### src/rtl/lock_actuator_ctrl_if.sv
// Result/lock signal bundle between the unlock-code detector side and lock_actuator_ctrl.
// The detector (master) drives the result strobe; the controller (slave) drives the lock outputs.
interface lock_actuator_ctrl_if #(
    parameter int MAX_FAILS = 3
);
    localparam int FC_W = $clog2(MAX_FAILS + 1);

    logic            res_val;
    logic            res_ok;
    logic            unlock;
    logic            lockout;
    logic            accept;
    logic [FC_W-1:0] fail_cnt;
    logic            alarm;

    modport master (
        output res_val, res_ok,
        input  unlock, lockout, accept, fail_cnt, alarm
    );

    modport slave (
        input  res_val, res_ok,
        output unlock, lockout, accept, fail_cnt, alarm
    );
endinterface

### src/rtl/lock_actuator_ctrl.sv
// Lock actuator: opens the solenoid on a correct code, times out a lockout after MAX_FAILS failures.
// Optional tamper/lockout alarm output is built only when LOCK_ALARM_EN is defined.
module lock_actuator_ctrl #(
    parameter int UNLOCK_CYCLES  = 8,
    parameter int MAX_FAILS      = 3,
    parameter int LOCKOUT_CYCLES = 16
) (
    input logic               clk,
    input logic               rst,
    lock_actuator_ctrl_if.slave bus
);
    localparam int MAX_WIN = (UNLOCK_CYCLES > LOCKOUT_CYCLES) ? UNLOCK_CYCLES : LOCKOUT_CYCLES;
    localparam int TMR_W   = $clog2(MAX_WIN + 1);
    localparam int FC_W    = $clog2(MAX_FAILS + 1);

    typedef enum logic [1:0] {
        IDLE    = 2'd0,
        OPEN    = 2'd1,
        LOCKOUT = 2'd2
    } state_t;

    state_t            state_q, state_d;
    logic [TMR_W-1:0]  timer_q, timer_d;
    logic [FC_W-1:0]   fail_cnt_q, fail_cnt_d;
    logic              unlock_q, unlock_d;
    logic              lockout_q, lockout_d;
    logic              accept_q, accept_d;

    always_comb begin
        state_d    = state_q;
        timer_d    = timer_q;
        fail_cnt_d = fail_cnt_q;
        case (state_q)
            IDLE: begin
                if (bus.res_val) begin
                    if (bus.res_ok) begin
                        state_d    = OPEN;
                        timer_d    = TMR_W'(UNLOCK_CYCLES - 1);
                        fail_cnt_d = '0;
                    end else if (int'(fail_cnt_q) + 1 >= MAX_FAILS) begin
                        state_d    = LOCKOUT;
                        timer_d    = TMR_W'(LOCKOUT_CYCLES - 1);
                        fail_cnt_d = FC_W'(MAX_FAILS);
                    end else begin
                        fail_cnt_d = fail_cnt_q + 1'b1;
                    end
                end
            end
            OPEN: begin
                if (timer_q == '0) state_d = IDLE;
                else               timer_d = timer_q - 1'b1;
            end
            LOCKOUT: begin
                // Failure history is only cleared once the lockout has fully elapsed.
                if (timer_q == '0) begin
                    state_d    = IDLE;
                    fail_cnt_d = '0;
                end else begin
                    timer_d = timer_q - 1'b1;
                end
            end
            default: begin
                state_d    = IDLE;
                timer_d    = '0;
                fail_cnt_d = '0;
            end
        endcase

        // Outputs are decoded from the next state so they leave a flop in step with state_q.
        unlock_d  = (state_d == OPEN);
        lockout_d = (state_d == LOCKOUT);
        accept_d  = (state_d == IDLE);
    end

    always_ff @(posedge clk or posedge rst) begin
        if (rst) begin
            state_q    <= IDLE;
            timer_q    <= '0;
            fail_cnt_q <= '0;
            unlock_q   <= 1'b0;
            lockout_q  <= 1'b0;
            accept_q   <= 1'b1;
        end else begin
            state_q    <= state_d;
            timer_q    <= timer_d;
            fail_cnt_q <= fail_cnt_d;
            unlock_q   <= unlock_d;
            lockout_q  <= lockout_d;
            accept_q   <= accept_d;
        end
    end

    assign bus.unlock   = unlock_q;
    assign bus.lockout  = lockout_q;
    assign bus.accept   = accept_q;
    assign bus.fail_cnt = fail_cnt_q;

`ifdef LOCK_ALARM_EN
    logic alarm_q, alarm_d;

    // One pulse on lockout entry, plus one per result strobe arriving while locked out.
    always_comb begin
        alarm_d = ((state_q == IDLE) && (state_d == LOCKOUT)) ||
                  ((state_q == LOCKOUT) && bus.res_val);
    end

    always_ff @(posedge clk or posedge rst) begin
        if (rst) alarm_q <= 1'b0;
        else     alarm_q <= alarm_d;
    end

    assign bus.alarm = alarm_q;
`else
    assign bus.alarm = 1'b0;
`endif
endmodule

### src/flat_wrapper.sv
// flat-port wrapper written by rule: the top's interface ports become plain ports
module lock_actuator_ctrl_flat 
#(
    parameter int UNLOCK_CYCLES  = 8,
    parameter int MAX_FAILS      = 3,
    parameter int LOCKOUT_CYCLES = 16
)
  (clk, rst, bus_res_val, bus_res_ok, bus_unlock, bus_lockout, bus_accept, bus_fail_cnt, bus_alarm);
  lock_actuator_ctrl_if #(.MAX_FAILS(MAX_FAILS)) bus_i ();
  input logic clk;
  input logic rst;
  input wire logic [$bits(bus_i.res_val)-1:0] bus_res_val;
  input wire logic [$bits(bus_i.res_ok)-1:0] bus_res_ok;
  output wire logic [$bits(bus_i.unlock)-1:0] bus_unlock;
  output wire logic [$bits(bus_i.lockout)-1:0] bus_lockout;
  output wire logic [$bits(bus_i.accept)-1:0] bus_accept;
  output wire logic [$bits(bus_i.fail_cnt)-1:0] bus_fail_cnt;
  output wire logic [$bits(bus_i.alarm)-1:0] bus_alarm;
  assign bus_i.res_val = bus_res_val;
  assign bus_i.res_ok = bus_res_ok;
  assign bus_unlock = bus_i.unlock;
  assign bus_lockout = bus_i.lockout;
  assign bus_accept = bus_i.accept;
  assign bus_fail_cnt = bus_i.fail_cnt;
  assign bus_alarm = bus_i.alarm;
  lock_actuator_ctrl #(.UNLOCK_CYCLES(UNLOCK_CYCLES), .MAX_FAILS(MAX_FAILS), .LOCKOUT_CYCLES(LOCKOUT_CYCLES)) u_core (.clk(clk), .rst(rst), .bus(bus_i));
endmodule
### config.mk
export PLATFORM = sky130hd
export DESIGN_NAME = lock_actuator_ctrl_flat
export DESIGN_NICKNAME = d
export VERILOG_FILES = /design/src/rtl/lock_actuator_ctrl_if.sv /design/src/rtl/lock_actuator_ctrl.sv /design/src/flat_wrapper.sv
export SDC_FILE = /design/constraint.sdc
export NUM_CORES = 1
export LEC_CHECK = 0
export ABC_AREA = 0
export CAP_MARGIN = 20
export CORE_UTILIZATION = 52
export CTS_CLUSTER_DIAMETER = 150
export DETAILED_ROUTE_END_ITERATION = 7
export PLACE_DENSITY = 0.76
export SETUP_SLACK_MARGIN = 0.5
export SYNTH_ARGS = -nofsm -noshare
export SYNTH_HDL_FRONTEND = slang
export SYNTH_SLANG_ARGS = --single-unit
### constraint.sdc
create_clock -name clk -period 2.3 [get_ports clk]
set_input_delay 0.23 -clock clk [delete_from_list [all_inputs] [get_ports clk]]
set_output_delay 0.23 -clock clk [all_outputs]
set_load 0.05 [all_outputs]
Yosys cells after proc, flatten, opt, wreduce, memory -nomap -nowiden
Index checks and enable logic that the tools add are counted.
{"block": "op_classes", "n_eq_ne": 8, "magnitude_cmp": 1, "n_bitwise": 1, "addsub": 3, "n_reduce_logical": 6, "muxes": 15}
{"cell": "32-bit by 3-bit greater-or-equal comparator with 1-bit output (second input constant)", "count": 1}
{"cell": "5-bit two-way mux", "count": 4}
{"cell": "2-bit two-way mux", "count": 8}
{"cell": "5-bit one-hot mux with 2 select lines", "count": 1}
{"cell": "2-bit one-hot mux with 3 select lines", "count": 1}
{"cell": "3-bit AND reduction", "count": 2}
{"cell": "5-bit zero test", "count": 1}
{"cell": "5-bit by 1-bit subtractor with 5-bit output (second input constant)", "count": 1}
{"cell": "2-bit by 1-bit equality test with 1-bit output (second input constant)", "count": 2}
{"cell": "2-bit equality test (second input constant)", "count": 2}
{"cell": "2-bit zero test", "count": 2}
{"cell": "2-bit != test (second input constant)", "count": 2}
{"cell": "2-bit one-hot mux with 2 select lines", "count": 1}
{"cell": "2-bit by 1-bit adder with 3-bit output (second input constant)", "count": 1}
{"cell": "3-bit by 2-bit != test with 1-bit output (second input constant)", "count": 1}
{"cell": "2-bit by 1-bit adder with 2-bit output (second input constant)", "count": 1}
{"cell": "2-bit by 1-bit != test with 1-bit output (second input constant)", "count": 1}
{"cell": "2-bit OR reduction", "count": 1}
{"cell": "1-bit inverter", "count": 1}
{"block": "totals", "register_bits": 12, "output_inout_bits": 6, "elab_cells": 40, "inputBits": 4}

Depth between registers and ports, before layout
Gate-level depths: netlist of the first run.
{"block": "depth", "ltp_word": 7, "ltp_mapped": 7, "depth_no_buf": 6}

Worst setup path after synthesis of the first run
OpenSTA, ideal clock, no wires.
{"block": "synth_timing", "path_type": "reg-to-reg", "from": "reg u_core.timer_q[0]", "to": "reg u_core.fail_cnt_q[1] (netlist: u_core.bus.fail_cnt[1])", "path_buffers": 0, "arrival_time_ns": 1.655, "period_less_slack_ns": 1.733, "stages_incl_launch_ff": 7, "slack_ns": 0.567, "required_ns": 2.222, "setup_time_ns": 0.078, "cell_sequence": "dfrtp_1 -> inv_1 -> ha_1 -> or4b_4 -> a221oi_4 -> a21oi_1 -> a21oi_1"}
{"block": "synth_between", "elab_chain_len": 3}
{"item": "start: declaration", "line": "lock_actuator_ctrl.sv:23", "text": "logic [TMR_W-1:0] timer_q, timer_d;"}
{"item": "start signal: assignment", "line": "lock_actuator_ctrl.sv:85", "text": "timer_q <= timer_d;"}
{"item": "5-bit zero test", "line": "lock_actuator_ctrl.sv:55", "text": "if (timer_q == '0) begin"}
{"item": "2-bit by 1-bit != test with 1-bit output (no source line)"}
{"item": "3-bit AND reduction (no source line)"}
{"item": "end signal: assignment", "line": "lock_actuator_ctrl.sv:86", "text": "fail_cnt_q <= fail_cnt_d;"}
{"item": "end: declaration", "line": "lock_actuator_ctrl.sv:24", "text": "logic [FC_W-1:0] fail_cnt_q, fail_cnt_d;"}
No other way between the ends.
A chain may end at the register's enable or synchronous reset.

Worst setup path after layout of the first run
Ends and elaborated chain as after synthesis.

==> results.md, run 1 <==
- Setup TNS: 0 ns
- WS Path Type: reg -> reg
- Worst reg2reg path startpoint: u_core.timer_q[0]$_DFFE_PP0P_
- Layout Skew: 0.002139 ns
- Total number of vias: 641
- R2R depth: 6
- GRT Overall Usage: around 24%
- Outcome: completed
- Syn_nets: 89
- Place WS: approximately 0.42 ns
- Required @ worst endpoint: approximately 2.5 ns
- Most common cell after layout, fill and taps aside: dfrtp_1
- Fin crit share: slightly below 80%
- Crit-path max FO: 3
- Clock buffers created by TritonCTS: 3
- Worst-path clk slew: about 0.080 ns
- RSZ-0062 raised after global routing: true
- Antenna diodes: 0
- Core Region: between 1000 and 1500 um2
- Final setup fails: 0
- Setup slack after layout: roughly 0.53 ns
- Avg Cell Area, Syn: roughly 9.3 um2
- DIE WIDTH: 39.87 um
- Max-cap viol count: 0
- Ports: 10
- Die area: about 1600 um2
- Initial cell density of the core: a little under three fifths
- Final min period: about 1.8 ns
- Placed insts: about 100
- Nets: 105
- Util after Layout: between 70% and 80%
- R2R Setup Slk: between 0.5 and 0.6 ns
- Post-route insts no fill: 110
- Worst path most repeated cell: a21oi_1
- Vias in the first global route: ~550
- Worst Path Arrival: about 2 ns
- Yosys warns: 0
- Initial antenna violation count: 0
- CP max-delay cell: or4b_4
- # DRC: 0
- Worst VDD drop: a little over 0.0009 V
- Clock Latency Late Sink: a little under 0.3 ns
- Largest net degree at the start of global routing: 13
- Multi-input gate area: 411.6 um2
- WHS: roughly 0.24 ns
- Drt initial violations: 20
- H-tree level count: 1
- Avg WL per Cell: approximately 15 um
- CTS tree: done
- Final WL: around 1600 um
- CP Launch Type: flip-flop
- Cell area after synthesis: roughly 750 um2
- DIE HEIGHT: ~40 um
- Power Density: approximately 1600 nW/um2
- Final Hold Fails: 0
- Via density: between 5 and 6
- Remaining global-route overflow: 0
- CTS root buf: clkbuf_4
- Leak pwr: 0.4488 nW
- Clock Tree Buf Depth: 2
- Post-DP HPWL: about 1100 um
- Final ANT Viol Nets: 0
- R2R Path End: u_core.bus.fail_cnt[1]$_DFFE_PP0P_
- Hold WC Path Type: in -> async
- Global-route wire length before repair: roughly 2500 um
- CP cell instances: inv_2 > ha_4 > or4b_4 > a221oi_4 > a21oi_1 > a21oi_1
- Clock sink count: 12
- Hold_buf cts: 0
- Row count: 13
- Max Slew Vio Count: 0
- Crit. Startpoint: u_core.timer_q[0]$_DFFE_PP0P_
- GPL Wtd Cong: between 0.8 and 0.9
- Drt pass-1 iters: 4
- Fillers: a little under 100
- Post-Synthesis Cells: 80
- Number of port buffers: 8
- Netlist cell types: 30
- Area grow syn2layout: 24.50%
- CP max stage delay: 0.49 ns
- Post-synthesis sequential area ratio: about 40%
- Most frequent cells in the layout: dfrtp_1, inv_1, nand2_1
- Share of post-route cells with drive strength above 1: approximately a fifth
- Yosys reg bits: 12
- Max Clock Freq: around 0.56 GHz
- FF/Latch Area: a little over 300 um2
- Crit end category: flip-flop
-- cell usage after synthesis --
| cell type | count | area share, % |
|---|---|---|
| a21boi_0 | 2 | 2.0 |
| a21oi_1 | 6 | 4.0 |
| a221oi_4 | 1 | 3.5 |
| a22o_1 | 2 | 2.3 |
| a22oi_1 | 1 | 1.0 |
| a31o_2 | 1 | 1.2 |
| a31oi_1 | 2 | 1.7 |
| and3_1 | 1 | 0.84 |
| buf_4 | 1 | 1.0 |
| clkbuf_1 | 1 | 0.50 |
| conb_1 | 1 | 0.50 |
| dfrtp_1 | 11 | 37 |
| dfstp_2 | 1 | 3.5 |
| ha_1 | 5 | 8.4 |
| inv_1 | 11 | 5.5 |
| mux2i_1 | 2 | 2.7 |
| nand2_1 | 8 | 4.0 |
| nand2b_1 | 3 | 2.5 |
| nor2_1 | 1 | 0.50 |
| nor2b_1 | 2 | 1.7 |
| nor3_1 | 2 | 1.3 |
| nor4b_1 | 1 | 1.2 |
| o21ai_0 | 6 | 4.0 |
| o221ai_1 | 1 | 1.2 |
| o22ai_1 | 1 | 0.84 |
| o31ai_1 | 2 | 2.0 |
| o32ai_1 | 1 | 1.2 |
| or3_1 | 1 | 0.84 |
| or4b_4 | 1 | 1.8 |
| xnor2_1 | 1 | 1.2 |
-- layout make-up --
cell class	instances	share of cell area, %
well taps	15	2.022
multi-input cells	55	44.34
inverters	11	4.447
clock buffers	4	3.908
flip-flops and latches	12	32.48
repair buffers	13	12.80
-- timing repair --
item	CTS	global route
pin swaps	2	3
gates resized for setup	2	7
endpoints found under the setup margin	4	9
buffers inserted	1	3
-- flip-flops by register name (all words and copies together) (netlist names) --
signal               count
u_core.timer_q           5
u_core.bus.fail_cnt      2
u_core.bus.lockout       1
u_core.bus.unlock        1
u_core.bus.accept        1
u_core.state_q           2
-- worst max-delay path: cells and delay by family (launching register included) --
family,cells,cell delay [ns]
adder cells (fa/ha/maj),1,0.14
AO/OA/AOI/OAI,3,0.56
buffers and inverters,1,0.09
flip-flops,1,0.41
AND/OR/NAND/NOR,1,0.49
-- metrics by stage --
step           total power [mW]  area (um2)
2_1_floorplan            0.9923       745.7
3_3_place_gp              1.178       840.8
3_5_place_dp              1.176       840.8
4_1_cts                   1.373       885.9
5_1_grt                   1.569       928.4
6_report                  1.459       928.4
-- cell families (layout without fill, tap and decap cells) --
kind of cell / Yosys count / in the layout / synth area share [%]
xor+xnor: 1 / 1 / 1.175
flops: 12 / 12 / 40.44
fa+ha+maj: 5 / 5 / 8.389
simple gates: 20 / 20 / 14.77
buf+inv: 13 / 28 / 7.047
compound gates: 26 / 26 / 25.00
other cells: 1 / 1 / 0.5029
mux: 2 / 2 / 2.685
-- worst max path at each step --
stage	endpoint	slack (ns)	depth (start not counted)
after floorplan	u_core.bus.fail_cnt[1]$_DFFE_PP0P_	0.57	6
after global placement	u_core.bus.fail_cnt[1]$_DFFE_PP0P_	0.46	6
after detailed placement	u_core.bus.fail_cnt[1]$_DFFE_PP0P_	0.42	6
after CTS	u_core.bus.fail_cnt[1]$_DFFE_PP0P_	0.48	6
after global routing	u_core.bus.fail_cnt[1]$_DFFE_PP0P_	0.49	6
final	u_core.bus.fail_cnt[1]$_DFFE_PP0P_	0.53	6
-- where the power goes --
part	internal (mW)	leakage [nW]	total, mW	switching, mW
sequential	0.304	0.149	0.376	0.0716
clock	0.0965	0.0210	0.179	0.0825
combinational	0.383	0.279	0.904	0.521
total	0.783	0.449	1.46	0.676
-- per-layer routing --
metal	part of all wire, %	track usage (%)	vias to the layer above
li1	-	-	312
met3	5.2	6.250	7
met2	45	32.66	25
met4	3.3	14.66	0
met5	0	0	-
met1	47	33.33	297
(Power assumes the default switching activity.)
==> inputs of run 2 (changes only) <==
==> constraint.sdc (replaced) <==
create_clock -name clk -period 1.75 [get_ports clk]
set_input_delay 0.175 -clock clk [delete_from_list [all_inputs] [get_ports clk]]
set_output_delay 0.175 -clock clk [all_outputs]
set_load 0.05 [all_outputs]
==> run 2 against run 1 <==
Die area stayed put. Sequential share of layout area is 3.8 points lower. Final cell count up 6.4%. Power up 52%. Fmax increased by 4.9%. Critical endpoint unchanged. Combinational power is 67% higher. Largest cell class unchanged. Sequential power up 36%.
==> results.md, run 2 (same netlist as run 1, synthesis figures left out) <==
- Sequential Power Share: a little under a quarter
- Max-cap viol count: 0
- Final WL: 1785 um
- WHS: around 0.20 ns
- Die area: around 1600 um2
- Power Density: 2087 nW/um2
- CP Launch Type: flip-flop
- Switching Share: between 40% and 50%
- # DRC: 0
- Final min period: roughly 1.7 ns
- Crit-path max FO: 3
- GRT met1 Usage: 35.52%
- Clock sink count: 12
- Most common cell after layout, fill and taps aside: buf_4
- Drt pass-1 iters: 4
- Global-route wire length before repair: approximately 2600 um
- M3 GR Usage: ~6.8%
- Hold WC Path Type: in -> async
- Max FFs per register: 5
- Area grow syn2layout: 42.11%
- Net switching power: roughly 1.0 mW
- Drt initial violations: 14
- Worst VDD drop: between 0.001 and 0.0015 V
- Ports: 10
- Power Total: 2.212 mW
- CTS tree: done
- RSZ-0062 raised after global routing: true
- GRT Overall Usage: a little over a quarter
- WS Path Type: reg -> reg
- Vias in the first global route: between 500 and 600
- Final ANT Viol Nets: 0
- Met2 usage: a little under two fifths
- Busiest grt layer: met2
- Initial antenna violation count: 0
- Crit. Startpoint: u_core.timer_q[1]$_DFFE_PP0P_
- Reg with most FFs: u_core.timer_q
- Remaining global-route overflow: 0
- Max Slew Vio Count: 0
- CTS root buf: clkbuf_4
- Cell-internal power: roughly 1.2 mW
- Clock Power Share: 8.7%
- R2R depth: 6
- Final Hold Fails: 0
- CP max stage delay: ~0.5 ns
- Total number of vias: 675
- Initial cell density of the core: between 50% and 60%
- Required @ worst endpoint: approximately 2 ns
- Worst reg2reg path startpoint: u_core.timer_q[1]$_DFFE_PP0P_
- Worst Path Arrival: between 1.5 and 2 ns
- Leak pwr: slightly below 0.5 nW
- Most frequent cells in the layout: buf_4, dfrtp_1, inv_1, nand2_1, a21oi_1
- Levels on crit path: 6
- Post-DP HPWL: ~1200 um
- Largest net degree at the start of global routing: 13
- Row count: 13
- Buf/Inv on CP: 1
- Worst-path clk slew: 0.08 ns
- Top Family by Delay on Critical Path: compound AO/OA/AOI/OAI gates
- Via density: slightly below 6
- CP max-delay cell: or4b_4
- Core Region: around 1300 um2
- DIE WIDTH: between 30 and 40 um
- Final setup fails: 0
- Clock Tree Buf Depth: 2
- Crit end category: flip-flop
- Number of port buffers: 8
- Antenna diodes: 0
- Avg WL per Cell: 15.26 um
- Fin crit share: around 97%
- DIE HEIGHT: 39.87 um
- Clock Latency Late Sink: about 0.28 ns
- Share of post-route cells with drive strength above 1: around 46%
- Max Clock Freq: just under 0.6 GHz
- Layout Skew: around 0.0012 ns
- Nets: approximately 110
- Clock buffers created by TritonCTS: 3
- H-tree level count: 1
- GPL Wtd Cong: approximately 0.78
- Worst path most repeated cell: a21oi_1
- Outcome: completed
- CP cell instances: inv_2 > ha_4 > or4b_4 > a221oi_4 > a21oi_1 > a21oi_1
- Comb power frac: 68.2%
==> run 2: cell count changes in the layout (fill, tap and decap cells not counted), moves of 3 or more <==
cell             before  now
buf_4                 5   12
clkdlybuf4s15_2       0    3
clkdlybuf4s50_1       6    3
o21ai_0               6    3
o21ai_1               0    3
==> run 2: worst paths after layout <==
| kind | end | slack [ns] |
|---|---|---|
| min reg2reg | u_core.bus.fail_cnt[0]$_DFFE_PP0P_ | 0.56 |
| min in group clk | u_core.bus.fail_cnt[0]$_DFFE_PP0P_ | 0.56 |
| min | u_core.timer_q[2]$_DFFE_PP0P_ | 0.20 |
| max reg2reg | u_core.bus.fail_cnt[1]$_DFFE_PP0P_ | 0.06 |
| max | u_core.bus.fail_cnt[1]$_DFFE_PP0P_ | 0.06 |
| max in group asynchronous | u_core.bus.accept$_DFF_PP1_ | 1.21 |
==> run 2: repair_timing <==
| item | in CTS | in global routing |
|---|---|---|
| hold buffers | 0 | 0 |
| setup endpoints to repair | 16 | 13 |
| gates resized for setup | 20 | 18 |
| pin swaps | 7 | 14 |
| setup buffers | 3 | 5 |
==> run 2: power by group through the flow <==
stage	clock [mW]	sequential, mW	combinational, mW
2_1_floorplan	0	0.641	0.744
3_3_place_gp	0	0.500	1.17
3_5_place_dp	0	0.502	1.20
4_1_cts	0.191	0.505	1.30
5_1_grt	0.205	0.524	1.63
6_report	0.192	0.511	1.51
==> run 2: layer usage <==
| metal | part of all wire (%) | vias to the layer above |
|---|---|---|
| met2 | 49 | 15 |
| li1 | - | 331 |
| met4 | 1.7 | 0 |
| met1 | 46 | 325 |
| met3 | 2.9 | 4 |
| met5 | 0 | - |
==> run 2: area by class of cell <==
type	instances	area, um2
multi-input combinational	55	499.2
timing repair buffer	20	170.2
fill	90	257.7
inverter	11	41.29
sequential	12	304.0
tap	15	18.77
clock buffer	4	26.28
==> run 2: through the flow <==
stage          cells  area, um2  setup WS (ns)   TNS (ns)  utilization, %
2_1_floorplan     80      782.0        0.06830          0               -
3_3_place_gp     105      895.9        0.08955          0           68.00
3_5_place_dp     105      895.9        0.05292          0           68.00
4_1_cts          112      978.4        0.03548          0           74.26
5_1_grt          117       1060      -0.007270  -0.007270           80.44
6_report         117       1060        0.06055          0           80.44
==> inputs of run 3 (changes only) <==
--- a/config.mk
+++ b/config.mk
@@ -7,10 +7,14 @@
 export LEC_CHECK = 0
 export ABC_AREA = 0
 export CAP_MARGIN = 20
-export CORE_UTILIZATION = 52
+export CELL_PAD_IN_SITES_DETAIL_PLACEMENT = 0
+export CELL_PAD_IN_SITES_GLOBAL_PLACEMENT = 1
+export CORE_UTILIZATION = 40
 export CTS_CLUSTER_DIAMETER = 150
+export CTS_CLUSTER_SIZE = 8
 export DETAILED_ROUTE_END_ITERATION = 7
-export PLACE_DENSITY = 0.76
+export HOLD_SLACK_MARGIN = 0.03
+export PLACE_DENSITY_LB_ADDON = 0.1
 export SETUP_SLACK_MARGIN = 0.5
 export SYNTH_ARGS = -nofsm -noshare
 export SYNTH_HDL_FRONTEND = slang
==> run 3 against run 2 <==
Die area up 28%. Utilization down 17 points. First-iteration DRC count up 14%. Via count up 0.74%. Count of clock-buffer cells in the layout unchanged.
==> results.md, run 3 (same netlist as run 1, synthesis figures left out) <==
- Vias in the first global route: around 590
- Nets: 114
- GRT Overall Usage: a little under a fifth
- Total number of vias: 680
- Max FFs per register: 5
- Crit-path max FO: 4
- Final Hold Fails: 0
- Fin crit share: between 90% and 100%
- Clock buffers created by TritonCTS: 3
- GPL Wtd Cong: roughly 0.8
- R2R Setup Slk: 0.02 ns
- H-tree level count: 1
- Worst VDD drop: between 0.001 and 0.0015 V
- Post-DP HPWL: about 1200 um
- Initial antenna violation count: 0
- Die area: about 2000 um2
- Setup TNS: 0 ns
- Setup slack after layout: 0.01583 ns
- Hold WC Path Type: in -> async
- Ports: 10
- Final min period: around 1.7 ns
- # DRC: 0
- Global-route wire length before repair: between 2000 and 3000 um
- Number of port buffers: 8
- CTS root buf: clkbuf_4
- Max Clock Freq: 0.5766 GHz
- Most common cell after layout, fill and taps aside: buf_4
- Outcome: completed
- Avg WL per Cell: around 15 um
- Required @ worst endpoint: between 1.5 and 2 ns
- Final setup fails: 0
- Util after Layout: roughly 64%
- Final WL: slightly below 2000 um
- Clock Latency Late Sink: between 0.2 and 0.3 ns
- Largest net degree at the start of global routing: 13
- Worst Path Arrival: between 1.5 and 2 ns
- Remaining global-route overflow: 0
- Clock Tree Buf Depth: 2
- Drt pass-1 iters: 4
- Via density: around 5.3
- CP Launch Type: flip-flop
- Power Density: approximately 2100 nW/um2
- Area grow syn2layout: 48.66%
- Row count: 15
- Hold_buf cts: 0
- Most frequent cells in the layout: buf_4, dfrtp_1, inv_1
- DIE WIDTH: about 45 um
- DIE HEIGHT: approximately 45 um
- Leak pwr: slightly above 0.5 nW
- R2R depth: 8
- Core Region: 1745 um2
- Reg with most FFs: u_core.timer_q
- WS Path Type: reg -> reg
- Final ANT Viol Nets: 0
- Max Slew Vio Count: 0
- CTS tree: done
- Drt initial violations: 16
- RSZ-0062 raised after global routing: true
- Max-cap viol count: 0
- Crit end category: flip-flop
- Worst-path clk slew: 0.08 ns
- Layout Skew: around 0.008 ns
- Antenna diodes: 0
- Initial cell density of the core: 42.72%
- Power Total: roughly 2.3 mW
- Clock sink count: 12
- Share of post-route cells with drive strength above 1: between 40% and 50%
- Place WS: just under 0.06 ns
[run 3: cell types whose count changed in the layout (fill, tap and decap cells not counted), sizes merged]
cell / change
buf: +2
[run 3: worst paths after layout]
kind,startpoint,to
max,u_core.timer_q[0]$_DFFE_PP0P_,u_core.timer_q[0]$_DFFE_PP0P_
min,rst,u_core.timer_q[3]$_DFFE_PP0P_
max reg2reg,u_core.timer_q[0]$_DFFE_PP0P_,u_core.timer_q[0]$_DFFE_PP0P_
min reg2reg,u_core.bus.fail_cnt[0]$_DFFE_PP0P_,u_core.bus.fail_cnt[0]$_DFFE_PP0P_
max in group asynchronous,rst,u_core.state_q[0]$_DFF_PP0_
min in group clk,u_core.bus.fail_cnt[0]$_DFFE_PP0P_,u_core.bus.fail_cnt[0]$_DFFE_PP0P_
[run 3: report_power, final]
| group | switching, mW | internal [mW] | leakage (nW) | total [mW] |
|---|---|---|---|---|
| clock network | 0.101 | 0.127 | 0.0210 | 0.228 |
| registers | 0.0946 | 0.404 | 0.147 | 0.499 |
| logic | 0.855 | 0.767 | 0.339 | 1.62 |
[run 3: what timing repair did]
| item | in CTS | in global routing |
|---|---|---|
| endpoints found under the setup margin | 16 | 12 |
| setup buffers | 5 | 4 |
| pin swaps | 6 | 9 |
| gates resized for setup | 27 | 10 |
[run 3: per-stage QoR]
| stage | hold slack, ns | instance area [um2] | std cells |
|---|---|---|---|
| 2_1_floorplan | 0.03892 | 782.0 | 80 |
| 3_3_place_gp | 0.4922 | 915.9 | 116 |
| 3_5_place_dp | 0.5007 | 915.9 | 116 |
| 4_1_cts | 0.2186 | 1036 | 125 |
| 5_1_grt | 0.2562 | 1109 | 129 |
| 6_report | 0.1964 | 1109 | 129 |
[run 3: worst max-delay path: stages (launching register included)]
cell      delay (ns)
dfrtp_1         0.40
inv_2           0.08
ha_4            0.12
buf_4           0.11
buf_6           0.09
nor4b_4         0.35
nor3_2          0.08
a22oi_1         0.23
o221ai_1        0.14
[run 3: final cells by class]
class / instances / area, um2
fill: 153 / 636.9
multi-input combinational: 55 / 506.7
sequential: 12 / 304.0
timing repair buffer: 22 / 188.9
inverter: 11 / 41.29
clock buffer: 4 / 36.28
tap: 25 / 31.28
[run 3: routing by layer]
| layer | part of all wire, % | up-vias | track usage [%] |
|---|---|---|---|
| met2 | 50 | 14 | 28.70 |
| met3 | 3.8 | 4 | 6.000 |
| met5 | 0 | - | 0 |
| met1 | 45 | 329 | 24.26 |
| li1 | - | 333 | - |
| met4 | 1.4 | 0 | 9.697 |
